**src/rtl/dmod_win_sched.sv**
```systemverilog
// Demodulation window sequencer: after a sample trigger it waits for capture, then walks
// each enabled channel's word window over the shared RAM read port and the accumulator.
module dmod_win_sched #(
    parameter int NUM_CH = 12,
    parameter int ADDR_W = 13,
    parameter int RD_LAT = 2
) (
    input  logic              clk,
    input  logic              rst_n,
    input  logic              posedge_sample_trig,
    input  logic [15:0]       cmd_smpl_depth,
    input  logic              pstprc_num_en,
    input  logic [3:0]        Pstprc_num,
    input  logic [14:0]       demoWinstart,
    input  logic [14:0]       demoWinln,
    input  logic [NUM_CH-1:0] ch_en,
    input  logic              fifo_full,
    output logic              ram_rd_en,
    output logic [ADDR_W-1:0] ram_rd_addr,
    output logic              acc_clr,
    output logic              acc_en,
    output logic [3:0]        acc_ch,
    output logic              pstprc_fifo_wren,
    output logic              Pstprc_finish,
    output logic              busy,
    output logic              trig_overrun
);

    typedef enum logic [2:0] {
        ST_IDLE    = 3'd0,
        ST_CAPTURE = 3'd1,
        ST_SCAN    = 3'd2,
        ST_CLR     = 3'd3,
        ST_READ    = 3'd4,
        ST_FLUSH   = 3'd5,
        ST_WRITE   = 3'd6,
        ST_DONE    = 3'd7
    } state_t;

    localparam logic [3:0] LP_NUM_CH = 4'(NUM_CH);

    state_t            r_state;
    state_t            w_state_nx;
    logic [3:0]        r_ch;
    logic [3:0]        w_ch_nx;
    logic [15:0]       r_cnt;
    logic [15:0]       w_cnt_nx;
    logic [ADDR_W:0]   r_addr;
    logic [ADDR_W:0]   w_addr_nx;

    logic [12:0]       r_tab_start [NUM_CH];
    logic [12:0]       r_tab_len   [NUM_CH];
    logic [12:0]       r_sh_start  [NUM_CH];
    logic [12:0]       r_sh_len    [NUM_CH];
    logic [NUM_CH-1:0] r_sh_en;
    logic [13:0]       r_sh_d;

    logic              w_snap;
    logic              w_sel_en;
    logic [12:0]       w_sel_start;
    logic [12:0]       w_sel_len;
    logic [15:0]       w_s;
    logic [15:0]       w_n_raw;
    logic [15:0]       w_d;
    logic [15:0]       w_n;
    logic              w_unused;

    logic              r_ram_rd_en;
    logic [ADDR_W-1:0] r_ram_rd_addr;
    logic              r_acc_clr;
    logic [3:0]        r_acc_ch;
    logic              r_wren;
    logic              r_finish;
    logic              r_busy;
    logic              r_ovr;
    logic [RD_LAT-1:0] r_rd_pipe;

    // Sub-word sample bits never reach the word-addressed datapath.
    assign w_unused = ^{cmd_smpl_depth[1:0], demoWinstart[1:0], demoWinln[1:0]};

    assign w_snap = (r_state == ST_IDLE) && posedge_sample_trig;

    // Live window table, writable in any state.
    always_ff @(posedge clk or negedge rst_n) begin
        if (!rst_n) begin
            for (int k = 0; k < NUM_CH; k++) begin
                r_tab_start[k] <= 13'd0;
                r_tab_len[k]   <= 13'd0;
            end
        end else begin
            for (int k = 0; k < NUM_CH; k++) begin
                if (pstprc_num_en && (Pstprc_num == 4'(k))) begin
                    r_tab_start[k] <= demoWinstart[14:2];
                    r_tab_len[k]   <= demoWinln[14:2];
                end else begin
                    r_tab_start[k] <= r_tab_start[k];
                    r_tab_len[k]   <= r_tab_len[k];
                end
            end
        end
    end

    // Shadow copy taken at trigger acceptance; same-cycle config writes land only in the live table.
    always_ff @(posedge clk or negedge rst_n) begin
        if (!rst_n) begin
            for (int k = 0; k < NUM_CH; k++) begin
                r_sh_start[k] <= 13'd0;
                r_sh_len[k]   <= 13'd0;
            end
            r_sh_en <= {NUM_CH{1'b0}};
            r_sh_d  <= 14'd0;
        end else if (w_snap) begin
            for (int k = 0; k < NUM_CH; k++) begin
                r_sh_start[k] <= r_tab_start[k];
                r_sh_len[k]   <= r_tab_len[k];
            end
            r_sh_en <= ch_en;
            r_sh_d  <= cmd_smpl_depth[15:2];
        end else begin
            r_sh_en <= r_sh_en;
            r_sh_d  <= r_sh_d;
        end
    end

    // Select the shadow entry of the channel currently being examined.
    always_comb begin
        w_sel_en    = 1'b0;
        w_sel_start = 13'd0;
        w_sel_len   = 13'd0;
        for (int k = 0; k < NUM_CH; k++) begin
            w_sel_en    = (r_ch == 4'(k)) ? r_sh_en[k]    : w_sel_en;
            w_sel_start = (r_ch == 4'(k)) ? r_sh_start[k] : w_sel_start;
            w_sel_len   = (r_ch == 4'(k)) ? r_sh_len[k]   : w_sel_len;
        end
    end

    assign w_s     = {3'd0, w_sel_start};
    assign w_n_raw = {3'd0, w_sel_len};
    assign w_d     = {2'd0, r_sh_d};

    // Clip the word window to the captured depth.
    always_comb begin
        w_n = w_n_raw;
        if (w_s >= w_d) begin
            w_n = 16'd0;
        end else if ((w_s + w_n_raw) > w_d) begin
            w_n = w_d - w_s;
        end else begin
            w_n = w_n_raw;
        end
    end

    // Next-state logic for the sequencer.
    always_comb begin
        w_state_nx = r_state;
        w_ch_nx    = r_ch;
        w_cnt_nx   = r_cnt;
        w_addr_nx  = r_addr;
        case (r_state)
            ST_IDLE: begin
                if (posedge_sample_trig) begin
                    w_ch_nx = 4'd0;
                    if (cmd_smpl_depth[15:2] == 14'd0) begin
                        w_state_nx = ST_SCAN;
                    end else begin
                        w_state_nx = ST_CAPTURE;
                        w_cnt_nx   = {2'd0, cmd_smpl_depth[15:2]} - 16'd1;
                    end
                end else begin
                    w_state_nx = ST_IDLE;
                end
            end
            ST_CAPTURE: begin
                if (r_cnt == 16'd0) begin
                    w_state_nx = ST_SCAN;
                end else begin
                    w_cnt_nx = r_cnt - 16'd1;
                end
            end
            ST_SCAN: begin
                if (r_ch >= LP_NUM_CH) begin
                    w_state_nx = ST_DONE;
                end else if (w_sel_en && (w_n != 16'd0)) begin
                    w_state_nx = ST_CLR;
                    w_addr_nx  = w_s[ADDR_W:0];
                    w_cnt_nx   = w_n - 16'd1;
                end else begin
                    w_ch_nx = r_ch + 4'd1;
                end
            end
            ST_CLR: begin
                w_state_nx = ST_READ;
            end
            ST_READ: begin
                if (r_cnt == 16'd0) begin
                    w_state_nx = ST_FLUSH;
                    w_cnt_nx   = 16'(RD_LAT - 1);
                end else begin
                    w_cnt_nx  = r_cnt - 16'd1;
                    w_addr_nx = r_addr + {{ADDR_W{1'b0}}, 1'b1};
                end
            end
            ST_FLUSH: begin
                if (r_cnt == 16'd0) begin
                    w_state_nx = ST_WRITE;
                end else begin
                    w_cnt_nx = r_cnt - 16'd1;
                end
            end
            ST_WRITE: begin
                if (!fifo_full) begin
                    w_state_nx = ST_SCAN;
                    w_ch_nx    = r_ch + 4'd1;
                end else begin
                    w_state_nx = ST_WRITE;
                end
            end
            ST_DONE: begin
                w_state_nx = ST_IDLE;
            end
            default: begin
                w_state_nx = ST_IDLE;
            end
        endcase
    end

    // Sequencer state and counters.
    always_ff @(posedge clk or negedge rst_n) begin
        if (!rst_n) begin
            r_state <= ST_IDLE;
            r_ch    <= 4'd0;
            r_cnt   <= 16'd0;
            r_addr  <= {(ADDR_W + 1){1'b0}};
        end else begin
            r_state <= w_state_nx;
            r_ch    <= w_ch_nx;
            r_cnt   <= w_cnt_nx;
            r_addr  <= w_addr_nx;
        end
    end

    // Outputs are registered from the next state so they line up with the state they describe.
    always_ff @(posedge clk or negedge rst_n) begin
        if (!rst_n) begin
            r_ram_rd_en   <= 1'b0;
            r_ram_rd_addr <= {ADDR_W{1'b0}};
            r_acc_clr     <= 1'b0;
            r_acc_ch      <= 4'd0;
            r_wren        <= 1'b0;
            r_finish      <= 1'b0;
            r_busy        <= 1'b0;
            r_ovr         <= 1'b0;
        end else begin
            r_ram_rd_en   <= (w_state_nx == ST_READ);
            r_ram_rd_addr <= (w_state_nx == ST_READ) ? w_addr_nx[ADDR_W-1:0] : {ADDR_W{1'b0}};
            r_acc_clr     <= (w_state_nx == ST_CLR);
            r_acc_ch      <= (w_state_nx == ST_CLR) ? w_ch_nx : r_acc_ch;
            r_wren        <= (r_state == ST_WRITE) && !fifo_full;
            r_finish      <= (w_state_nx == ST_DONE);
            r_busy        <= (w_state_nx != ST_IDLE) && (w_state_nx != ST_DONE);
            r_ovr         <= posedge_sample_trig && (r_state != ST_IDLE);
        end
    end

    // Accumulate strobe trails the read strobe by the RAM read latency.
    always_ff @(posedge clk or negedge rst_n) begin
        if (!rst_n) begin
            r_rd_pipe <= {RD_LAT{1'b0}};
        end else begin
            r_rd_pipe[0] <= r_ram_rd_en;
            for (int k = 1; k < RD_LAT; k++) begin
                r_rd_pipe[k] <= r_rd_pipe[k-1];
            end
        end
    end

    assign ram_rd_en        = r_ram_rd_en;
    assign ram_rd_addr      = r_ram_rd_addr;
    assign acc_clr          = r_acc_clr;
    assign acc_en           = r_rd_pipe[RD_LAT-1];
    assign acc_ch           = r_acc_ch;
    assign pstprc_fifo_wren = r_wren;
    assign Pstprc_finish    = r_finish;
    assign busy             = r_busy;
    assign trig_overrun     = r_ovr;

endmodule

```
**config.mk**
```make
export PLATFORM = sky130hd
export DESIGN_NAME = dmod_win_sched
export DESIGN_NICKNAME = d
export VERILOG_FILES = /design/src/rtl/dmod_win_sched.sv
export SDC_FILE = /design/constraint.sdc
export NUM_CORES = 1
export LEC_CHECK = 0
export ABC_CLOCK_PERIOD_IN_PS = 8200
export BUFFER_PORTS_ARGS = -buffer_cell sky130_fd_sc_hd__buf_2
export CAP_MARGIN = 30
export CORE_MARGIN = 2
export CORE_UTILIZATION = 50
export DETAILED_ROUTE_END_ITERATION = 16
export PLACE_DENSITY_LB_ADDON = 0.2
export SETUP_SLACK_MARGIN = 0.1
export SLEW_MARGIN = 10
export SYNTH_ARGS = -nofsm -noshare
export SYNTH_HDL_FRONTEND = slang
export SYNTH_SLANG_ARGS = --single-unit
export TNS_END_PERCENT = 5
```
**constraint.sdc**
```tcl
create_clock -name clk -period 8.2 [get_ports clk]
set_input_delay 1.64 -clock clk [delete_from_list [all_inputs] [get_ports clk]]
set_output_delay 1.64 -clock clk [all_outputs]
set_load 0.005 [all_outputs]
```
Word level (Yosys, flattened, before mapping)
Cells that the tools add are included.
- input port bits: 67
- logic and storage cells: 208
- bits in registers: 712
- output and inout bits: 24
- mux-type cells: 64
- order comparisons: 3
- equality and inequality tests: 39
- reduce and logical (&&, ||, !) cells: 31
- add/sub/neg operators: 7
- operator list (kind ; count):
    $mux W13 ; 25
    $mux W16 ; 8
    $pmux W16 S4 ; 1
    $mux W14 ; 3
    $eq A4 B3 Y1 const B ; 8
    $eq A4 B4 Y1 const B ; 8
    $sub A16 B1 Y16 const B ; 2
    $pmux W14 S2 ; 1
    $pmux W3 S8 ; 1
    $mux W3 ; 7
    $eq A3 B3 Y1 const B ; 6
    $logic_and A1 B1 Y1 ; 17
    $eq A4 B2 Y1 const B ; 4
    $logic_not A16 Y1 ; 1
    $mux W4 ; 4
    $reduce_bool A16 Y1 ; 1
    $sub A14 B1 Y15 const B ; 1
    $sub A14 B13 Y15 ; 1
    $add A13 B13 Y14 ; 1
    $add A14 B1 Y14 const B ; 1
    $ge A13 B14 Y1 ; 1
    $gt A14 B14 Y1 ; 1
    $logic_not A14 Y1 ; 1
    $mux W1 ; 12
    18 further kinds ; 28

Depth between registers and ports, before layout
Gate-level depths: netlist (run 1).
- depth in word-level cells: 24
- depth in mapped cells: 44
- depth with buffers taken out: 35

Least setup slack after synthesis (run 1)
No wires, ideal clock.
- path kind: register to register
- start: register r_ch[1]
- end: register r_acc_ch[0], in the netlist acc_ch[0]
- arrival: 7.760 ns
- buffers on the path: 9
- path slack: 0.315 ns
- required time: 8.075 ns
- period minus slack after synthesis: 7.885 ns
- cell stages (with the launch flop): 42
- library setup time: 0.125 ns
- cells stage by stage: dfrtp_1 > inv_1 > ha_1 > buf_6 > buf_6 > buf_6 > buf_4 > buf_2 > a221o_1 > o21ai_0 > o21ai_0 > a222oi_1 > a21oi_1 > nor2_1 > o21ai_0 > ha_1 > fa_1 > a21oi_1 > [... 6 more ...] > o21ai_0 > o41a_1 > xor2_1 > ha_1 > and3_1 > nand3_1 > a31oi_1 > o21a_1 > clkbuf_1 > clkbuf_1 > o211ai_1 > ha_1 > clkbuf_1 > a21boi_0 > o2111a_2 > nor3_4 > buf_2 > mux2_2
- cells in the longest elaborated chain, start to end: 23
- elaborated cells between the ends (all ways): 64
- classes of those cells: add/sub: 2; order compare: 3; eq/ne: 12; mux: 44; reduce/logical: 3
- ends and longest elaborated chain (element ; line ; text):
    from (decl) ; 44 ; logic [3:0] r_ch;
    from (signal assigned) ; 236 ; r_ch <= w_ch_nx;
    $logic_not A4 Y1 ; 131, 132, 133 ;
    $mux W13, on equally long branches (12 in series) ; 132, 133 ;
    $add A13 B13 Y14 ; 146 ; end else if ((w_s + w_n_raw) > w_d) begin
    $gt A14 B14 Y1 ; 146 ;
    $mux W16 ; 146 ;
    $mux W16 ; 144 ; if (w_s >= w_d) begin
    $reduce_bool A16 Y1 ; 183 ; end else if (w_sel_en && (w_n != 16'd0)) begin
    $logic_and A1 B1 Y1 ; 183 ;
    $mux W3 ; 183 ;
    $mux W3 ; 181 ; if (r_ch >= LP_NUM_CH) begin
    $pmux W3 S8 ; 159 ; case (r_state)
    $eq A3 B2 Y1 ; 257 ; r_acc_ch <= (w_state_nx == ST_CLR) ? w_ch_nx : r_acc_ch;
    to (signal assigned) ; 257 ;
    to (decl) ; 71 ; logic [3:0] r_acc_ch;
Parallel ways exist; a longest one is shown, timed or not.
A chain may end at the register's enable or synchronous reset.

Worst setup path in the final report (run 1)
- start: register r_ch[0]
- end: register r_ram_rd_addr[3], in the netlist ram_rd_addr[3]
- cells in the longest elaborated chain, start to end: 24
- elaborated cells between the ends (all ways): 65
- classes of those cells: add/sub: 2; order compare: 3; eq/ne: 12; mux: 45; reduce/logical: 3
- ends and longest elaborated chain (element ; line ; text):
    $logic_not A4 Y1 ; 131, 132, 133 ;
    $mux W13, on equally long branches (12 in series) ; 132, 133 ;
    $add A13 B13 Y14 ; 146 ;
    $gt A14 B14 Y1 ; 146 ;
    $mux W16 ; 146 ;
    $mux W16 ; 144 ;
    $reduce_bool A16 Y1 ; 183 ;
    $logic_and A1 B1 Y1 ; 183 ;
    $mux W3 ; 183 ;
    $mux W3 ; 181 ;
    $pmux W3 S8 ; 159 ;
    $eq A3 B3 Y1 ; 255 ; r_ram_rd_addr <= (w_state_nx == ST_READ) ? w_addr_nx[ADDR_W-1:0] : {ADDR_W{1'b0}};
    $mux W13 (*) ; 255 ;
    to (signal assigned) ; 246 ; r_ram_rd_addr <= {ADDR_W{1'b0}};
    to (signal assigned) ; 255 ;
    to (decl) ; 69 ; logic [ADDR_W-1:0] r_ram_rd_addr;
Every way passes the cells marked *; elsewhere a longest branch is shown, timed or not. The select of a mux whose other input is x is not followed.

==> run summary, run 1 <==
Status: complete, no violations
Clk root buf: clkbuf_16
Post-synthesis mux area share: 10.79%
Post-DP HPWL: 61.51 mm
Main flop type after synthesis: dfrtp_1
Synth Area in Simple Gates: 17.79%
Worst clock skew: 0.02554 ns
R2r setup slk: 0.42 ns
Ys Warns: 0
Post-CTS Hold Fix Bufs: 0
Clock buffer count from CTS: 77
Uppermost layer routed: met5
Gp weighted congestion: 0.8907
Number of global-route vias before repair: 24969
Unrepaired setup endpoints after global routing: true
Share of cells above drive strength 1: 19.69%
DRT Pass-1 Iters: 5
Number of synthesized flops with an enable pin: 0
Vias: 25356
Die ar.: 68350 µm²
Longest Clk Path Bufs: 3
Critical R2R Launch: r_ch[0]
Largest net degree at the start of global routing: 201
ANT nets after route: 0
Leakage: 17.96 nW
MaxCap Viol Count: 0
Core area: 65750 µm²
Layout filler cell count: 5633
Remaining DRCs: 0
Synth Area in Compound Gates: 11.04%
Metal2 WL: 44.49 mm
Worst vdd ir: 315.4 µV
Synth unique cells: 90
Post-Synth XOR/XNOR Area: 1.110%
Die Span Y: 261.4 µm
R2R depth: 32
Slowest cell on crit path: dfrtp_2
Syn Inst Count: 3351
Main area contributors after synthesis: dfrtp_1 (54%), nand2_1 (12%), mux2_2 (11%)
Initial antenna violation count: 4
Most instantiated cells after synthesis: nand2_1 (1060), dfrtp_1 (711), mux2_2 (315)
Post-synth ARST share: 100.0%
Period utilization: 94.86%
Slew headroom: 30.73%
Worst setup EP type: register
Crit path launch: r_ch[0]
Row count: 94
PortBufs: 84
TritonCTS clock tree: yes
Post-Syn Area: 33140 µm²
Largest family of logic cells by synthesized area: simple AND/OR/NAND/NOR gates
Die Wd: 261.4 µm
Critical Path AT: 8.31 ns
Crit path max fanout: 13
# nets final: 3522
Final worst setup slack: 0.4218 ns
Tmin final: 7.778 ns
Worst setup endpoint: ram_rd_addr[3]
Slew Limit Fails: 0
Initial DRC Count: 2421
Kind of critical path: reg2reg
Startpoint types: register
Total grt overflow: 0
Critical Path RT: 8.73 ns
Via-per-instance ratio: 5.849
Net Count, Synth: 3468
First-pass GRT wire length: 145.4 mm
Num Clock Sinks: 711
CP max stage delay: 0.47 ns
Gr usage total: 27.74%
Sequential share of the synthesized area: 53.69%
Clk_lat worst skew: 0.62 ns
Worst slack, placed: 0.004095 ns
Clock Pin Slew Worst Setup and Hold Paths: 0.06 ns
Avg WL per Cell: 21.78 µm
Met3 WL post-DR: 6.634 mm
Avg Synthesized Cell Area: 9.889 µm²
Initial core utilization: 50.41%
Hold Vio Cnt, Final: 0
Synth-to-layout area growth: 13.52%
Most numerous cell in the Yosys netlist: nand2_1
Largest area contributor in the synthesized netlist: dfrtp_1
CP dominant cell by count: buf_4
Synth top area share: 53.69%
H-Tree Depth: 3
Hold Crit Class: reg2reg
FF-to-FF End: ram_rd_addr[3]
Worst Tran Pin Value: 1.026 ns
Max Fclk: 0.1286 GHz
PwrDens: 445.5 nW/µm²
Routed WL: 94.44 mm
Fin Setup TNS: 0 ns
Ports: 91
Endpoints failing setup: 0
Metal1 wirelength: 40.85 mm
#FFs+latches synth: 711
Post-Synth Adder-Cell Area: 1.933%
worst max-delay path: cells and delay by family, from the launching register on:
family,cells,cell delay (ns)
compound gates,14,2.77
xor+xnor,1,0.17
fa+ha+maj,3,1.06
buf+inv,5,1.01
flops,1,0.47
simple gates,9,2.20
worst min path at each step:
stage                     cells after the start  slack (ns)           end          from
after CTS                                     0        0.36  r_rd_pipe[1]  r_rd_pipe[0]
after detailed placement                      0        0.35  r_rd_pipe[1]  r_rd_pipe[0]
final                                         0        0.35  r_rd_pipe[1]  r_rd_pipe[0]
after global placement                        0        0.34  r_rd_pipe[1]  r_rd_pipe[0]
after floorplan                               0        0.33  r_rd_pipe[1]  r_rd_pipe[0]
after global routing                          0        0.37  r_rd_pipe[1]  r_rd_pipe[0]
logic make-up after synthesis:
kind of cell,count (synthesis)
AOI/OAI and AO/OA,536
xor gates and xnor gates,42
adders and majority gates,50
buffers and inverters,290
DFF,711
muxes,318
and+or+nand+nor,1404
layout make-up:
cell class              count  area [µm²]  area share (%)
flip-flops and latches    711       17790           47.30
multi-input cells        2350       14300           38.02
clock buffers             118        2302           6.120
repair buffers            192        1508           4.008
well taps                 864        1081           2.874
clock inverters            24       347.8          0.9246
inverters                  73       274.0          0.7284
diodes                      3       7.507         0.01996
stage by stage:
stage                     cells  hold slack, ns  instance area (µm²)  power (mW)  utilization [%]
after CTS                  4315          0.3588                37350       16.47            56.81
final                      4335          0.3544                37620       16.76            57.22
after global placement     4166          0.3410                34530       12.58            52.52
after floorplan            3351          0.3312                33140       10.28                -
after detailed placement   4173          0.3457                34700       12.81            52.78
after global routing       4335          0.3673                37620       17.83            57.22
cell usage in the layout, fill, tap and decap left out, drive strengths merged, types with 20 or more instances in the layout:
cell    count
nand2    1060
dfrtp     711
mux2      315
buf       191
o21ai     134
clkbuf    119
nor2      111
a21oi     106
inv        76
ha         48
nor3       40
xnor2      31
nor2b      31
nand3      29
o211ai     29
a221oi     29
nand2b     25
a22oi      22
a31oi      20
or3        20
layer usage:
| layer | GRT usage [%] | vias up |
|---|---|---|
| met5 | 0 | - |
| met4 | 9.312 | 2 |
| met3 | 5.139 | 161 |
| met2 | 44.28 | 813 |
| met1 | 38.36 | 12866 |
| li1 | - | 11514 |
where the power goes:
group	total (mW)	switching [mW]	leakage, nW	internal (mW)
clock network	3.61	1.45	1.30	2.17
logic	7.88	4.79	7.68	3.09
registers	5.27	0.654	8.98	4.61
sequential cells by signal (all words and copies together), names as in the netlist, 2 cells and up:
signal       flops
r_tab_start    156
r_state          3
r_cnt           16
r_addr          13
r_rd_pipe        2
r_sh_start     156
r_sh_en         12
r_sh_len       156
r_sh_d          14
ram_rd_addr     13
r_tab_len      156
r_ch             4
acc_ch           4
timing repair:
action	in CTS	in global routing
setup endpoints to repair	9	51
resized for setup	1	18
gates cloned	0	1
buffers inserted	0	14
pin swaps	0	6
No activity file was read; power rests on OpenSTA's default activity.
==> inputs of run 2 (changes only) <==
==> constraint.sdc (replaced) <==
create_clock -name clk -period 8.2 [get_ports clk]
set_input_delay 0 -clock clk [delete_from_list [all_inputs] [get_ports clk]]
set_output_delay 0 -clock clk [all_outputs]
set_load 0.005 [all_outputs]
==> run 2 against run 1 <==
  * The run now ends with hold timing left
  * Clock skew increased by 0.0080 ns
  * Total power decreased by 0.13%
  * Cell area increased by 1.1%
  * Worst setup slack improved by 0.11 ns
  * Hold slack got worse by 0.41 ns
  * Sequential cell count unchanged
  * First-iteration DRC count decreased by 8.1%
  * Critical path depth increased by 4
  * Wire length increased by 0.77%
  * Critical path type unchanged
  * Largest power group unchanged
  * Highest routed layer is now met4
==> run summary, run 2 (synthesis results as in run 1) <==
Vias: 25526
Worst clock skew: 0.03352 ns
First-pass GRT wire length: 148.2 mm
# nets final: 3563
Routed WL: 95.16 mm
Period utilization: 93.48%
Final core occ: 57.82%
ANT nets after route: 0
Post-DP HPWL: 62.13 mm
Violated checks: hold timing
Slew Limit Fails: 0
Die Wd: 261.4 µm
Hold Vio Cnt, Final: 14
Row count: 94
Total grt overflow: 0
TritonCTS clock tree: yes
Overall Power: 16.74 mW
Avg WL per Cell: 21.79 µm
Initial DRC Count: 2225
Worst vdd ir: 342.4 µV
Critical Path AT: 8.20 ns
FF-to-FF End: ram_rd_addr[1]
R2r setup slk: 0.53 ns
Unrepaired setup endpoints after global routing: true
Ports: 91
DRT Pass-1 Iters: 5
H-Tree Depth: 3
Via-per-instance ratio: 5.844
R2R depth: 36
Die Span Y: 261.4 µm
CP max stage delay: 0.47 ns
Remaining DRCs: 0
Core area: 65750 µm²
PortBufs: 84
Die ar.: 68350 µm²
Longest Clk Path Bufs: 3
Clock buffer count from CTS: 78
Tmin final: 7.666 ns
Slew headroom: 23.67%
Worst setup EP type: register
PwrDens: 440.3 nW/µm²
Final worst setup slack: 0.5343 ns
Status: finished with violations
Critical Path RT: 8.74 ns
Initial antenna violation count: 3
Worst Tran Pin Value: 1.145 ns
Clock Pin Slew Worst Setup and Hold Paths: 0.06 ns
Startpoint types: register
Leakage: 18.12 nW
FF/Latch Area: 17790 µm²
Gr usage total: 28.16%
Commonest non-fill, non-tap cell in the layout: nand2_1
Number of global-route vias before repair: 25165
Worst Hold Margin: -0.05892 ns
Endpoints failing setup: 0
Gp weighted congestion: 0.8962
Max Fclk: 0.1305 GHz
Hold Crit Class: in2async
MaxCap Viol Count: 0
Worst slack, placed: 0.1541 ns
Crit path max fanout: 27
Initial core utilization: 50.41%
Layout filler cell count: 5531
Critical R2R Launch: r_ch[0]
Share of cells above drive strength 1: 18.99%
Largest net degree at the start of global routing: 194
Synth-to-layout area growth: 14.72%
Most frequent cells in the layout: nand2_1 (1059), dfrtp_1 (709), mux2_2 (315)
Clk_lat worst skew: 0.64 ns
Multi-input gate area: 14280 µm²
Slowest cell on crit path: fa_1
Kind of critical path: reg2reg
Clk root buf: clkbuf_16
Num Clock Sinks: 711
==> run 2: changes by cell type in the layout (fill, tap and decap cells not counted), sizes merged <==
cell	change
clkbuf	-13
bufinv	+4
clkinvlp	-1
diode	-1
clkinv	+4
buf	-15
dlygate4sd3	+55
==> run 2: how the worst max path moves through the flow <==
stage               depth (start not counted)     from  slack (ns)             end
CTS                                        32  r_ch[1]        0.10       r_cnt[12]
finish                                     36  r_ch[0]        0.53  ram_rd_addr[1]
global placement                           35  r_ch[1]        0.38       r_cnt[12]
global route                               35  r_ch[1]      -0.008  ram_rd_addr[1]
detailed placement                         32  r_ch[1]        0.15       r_cnt[12]
floorplan                                  41  r_ch[1]        0.32       acc_ch[0]
==> run 2: power by group <==
| part | switching, mW | leakage (nW) | internal [mW] |
|---|---|---|---|
| sequential | 0.697 | 8.98 | 4.61 |
| combinational | 4.70 | 7.80 | 3.02 |
| clock | 1.46 | 1.34 | 2.26 |
==> run 2: per-stage QoR <==
stage	instance area, µm²	instances	TNS (ns)	hold slack (ns)
after global routing	38020	4368	-0.008138	0.04057
after detailed placement	34620	4170	0	0.09868
after CTS	37890	4361	0	0.005263
after floorplan	33140	3351	0	-0.2956
after global placement	34520	4166	0	0.08276
final	38020	4368	0	-0.05892
==> run 2: cell type report <==
type	count	area share, %
inverters	73	0.7208
clock inverters	31	1.313
diodes	2	0.01316
well taps	864	2.844
repair buffers	232	4.894
multi-input cells	2350	37.56
clock buffers	105	5.852
flip-flops and latches	711	46.81
==> run 2: worst max-delay path, delay by kind of cell (launching register included) <==
kind,cells,cell delay (ns)
AOI/OAI and AO/OA,16,3.04
and+or+nand+nor,10,1.60
adders and majority gates,5,1.48
buffers and inverters,3,0.48
DFF,1,0.45
muxes,1,0.36
xor gates and xnor gates,1,0.15
==> run 2: per-layer routing <==
layer  global-route usage (%)  part of all wire [%]  wire [µm]  vias to the layer above
met5                        0                     0          0                        -
met4                    8.491                   2.7       2546                        0
met3                    4.220                   5.6       5303                      153
met2                    45.19                    47      44590                      808
met1                    39.78                    45      42720                    12980
li1                         -                     -          -                    11585
==> run 2: repair_timing <==
item                       4_1_cts  5_1_grt
setup endpoints to repair        0       50
hold endpoints to repair       460        0
gates resized for setup          0       15
buffers inserted                 0        3
hold buffers                    55        0
==> inputs of run 3 (changes only) <==
--- a/config.mk
+++ b/config.mk
@@ -6,10 +6,10 @@
 export NUM_CORES = 1
 export LEC_CHECK = 0
 export ABC_CLOCK_PERIOD_IN_PS = 8200
-export BUFFER_PORTS_ARGS = -buffer_cell sky130_fd_sc_hd__buf_2
+export BUFFER_PORTS_ARGS = -buffer_cell sky130_fd_sc_hd__clkbuf_2
 export CAP_MARGIN = 30
 export CORE_MARGIN = 2
-export CORE_UTILIZATION = 50
+export CORE_UTILIZATION = 34
 export DETAILED_ROUTE_END_ITERATION = 16
 export PLACE_DENSITY_LB_ADDON = 0.2
 export SETUP_SLACK_MARGIN = 0.1
==> run 3 against run 2 <==
  * Sequential share of layout area fell by 1.0 points
  * Fmax increased by 0.49%
  * Via count down 2.7%
  * Critical path type unchanged
  * Combinational power increased by 2%
  * The run now ends clean
  * Critical endpoint is now ram_rd_addr[3]
  * Hold slack improved by 0.076 ns
  * Final cell count up 10%
  * Cell area increased by 2.2%
  * Count of clock-buffer cells in the layout grew 12
  * Largest cell class unchanged
==> run summary, run 3 (synthesis results as in run 1) <==
Post-route cell area: 38870 µm²
Initial core utilization: 34.27%
Die Wd: 316.2 µm
Longest Clk Path Bufs: 3
Cell family with most CP delay: compound AO/OA/AOI/OAI gates
Period utilization: 93.03%
Clock buffer count from CTS: 82
Worst setup EP type: register
Unrepaired setup endpoints after global routing: false
Share of cells above drive strength 1: 19.94%
Initial DRC Count: 2073
Hold Vio Cnt, Final: 0
Die Span Y: 316.2 µm
GR peak layer: met2
Hold Crit Class: in2async
Core area: 96710 µm²
Clk_lat worst skew: 0.65 ns
DRT Pass-1 Iters: 5
Dpl cell area: 35320 µm²
Row count: 114
Gp weighted congestion: 0.8452
Total grt overflow: 0
Critical Path RT: 8.74 ns
Crit path max fanout: 27
Layout filler cell count: 9611
ANT nets after route: 0
Tmin final: 7.628 ns
Largest net degree at the start of global routing: 179
Synth-to-layout area growth: 17.28%
Worst clock skew: 0.04155 ns
Initial antenna violation count: 3
Routed WL: 101.3 mm
Worst Hold Margin: 0.01736 ns
MaxCap Viol Count: 0
Max Fclk: 0.1311 GHz
Fin Setup TNS: 0 ns
Kind of critical path: reg2reg
Clk root buf: clkbuf_16
Endpoints failing setup: 0
GR Util met3: 3.224%
Ports: 91
Startpoint types: register
# nets final: 3597
PortBufs: 84
Worst Tran Pin Value: 1.008 ns
Gr usage total: 20.26%
Leakage: 18.31 nW
Slew headroom: 32.83%
Die ar.: 99980 µm²
Buf/Inv on CP: 4
Vias: 24831
Clock Pin Slew Worst Setup and Hold Paths: 0.07 ns
Number of global-route vias before repair: 24542
Worst vdd ir: 314.8 µV
Post-DP HPWL: 65.61 mm
Critical Path AT: 8.17 ns
Via-per-instance ratio: 5.147
Status: complete, no violations
Num Clock Sinks: 711
Remaining DRCs: 0
H-Tree Depth: 3
First-pass GRT wire length: 154.6 mm
Commonest non-fill, non-tap cell in the layout: nand2_1
TritonCTS clock tree: yes
M2 GR Usage: 32.26%
Slew Limit Fails: 0
Slowest cell on crit path: dfrtp_1
CP max stage delay: 0.43 ns
GR Util met1: 29.01%
CP dominant cell by count: a21oi_1
PwrDens: 436.2 nW/µm²
Avg WL per Cell: 20.99 µm
Most frequent cells in the layout: nand2_1 (1058), dfrtp_1 (710), mux2_2 (315)
run 3: changes by cell type in the layout (fill, tap and decap cells not counted), moves of 2 or more:
cell,delta
buf_12,+3
buf_2,-83
buf_4,+28
bufinv_16,-6
clkbuf_1,+4
clkbuf_16,+5
clkbuf_2,+83
clkbuf_8,+3
clkinv_2,+6
clkinvlp_4,+2
ha_2,+2
run 3: per-stage QoR:
| step | setup WS (ns) | utilization (%) | instances | power [mW] |
|---|---|---|---|---|
| 6_report | 0.5719 | 40.19 | 4824 | 16.95 |
| 2_1_floorplan | 0.3151 | - | 3351 | 10.28 |
| 5_1_grt | 0.04090 | 40.19 | 4824 | 18.11 |
| 4_1_cts | 0.2647 | 40.01 | 4813 | 16.71 |
| 3_3_place_gp | 0.3328 | 36.45 | 4604 | 12.80 |
| 3_5_place_dp | 0.1350 | 36.52 | 4607 | 12.83 |
run 3: path summary, 6_finish.rpt:
kind | from | endpoint | slack [ns] | cells past startpoint
worst max-delay path | r_ch[1] | ram_rd_addr[3] | 0.57 | 34
worst min-delay path | rst_n | Pstprc_finish | 0.02 | 3
worst max register to register | r_ch[1] | ram_rd_addr[3] | 0.57 | 34
worst min register to register | r_rd_pipe[0] | r_rd_pipe[1] | 0.35 | 0
max in group asynchronous | rst_n | r_tab_start[128] | 6.77 | 4
min in group clk | ch_en[0] | r_sh_en[0] | 0.10 | 4
run 3: per-layer routing:
metal	vias to the layer above	share of wire, %
li1	11671	-
met1	12556	47
met2	489	46
met3	115	4.7
met4	0	1.9
met5	-	0
run 3: area by class of cell:
type	count	area [µm²]	share of cell area, %
inverter	73	274.0	0.7050
multi-input combinational	2350	14280	36.74
timing repair buffer	262	2120	5.453
antenna	2	5.005	0.01288
clock inverter	33	392.9	1.011
tap	1276	1597	4.108
sequential	711	17790	45.78
clock buffer	117	2406	6.190
run 3: worst reg2reg max path, delay by kind of cell, from the launching register on:
family,cells,cell delay [ns]
AO/OA/AOI/OAI,19,3.82
adder cells (fa/ha/maj),3,0.80
buffers and inverters,4,0.82
flip-flops,1,0.43
AND/OR/NAND/NOR,8,1.69
run 3: power by group:
part	switching (mW)	internal [mW]
registers	0.697	4.61
clock network	1.54	2.22
logic	4.67	3.21
total	6.91	10.0
run 3: what timing repair did:
action | in CTS | in global routing
buffers inserted | 0 | 6
pin swaps | 0 | 5
resized for setup | 1 | 11
hold buffers | 56 | 0
endpoints found under the hold margin | 414 | 0
endpoints found under the setup margin | 1 | 50
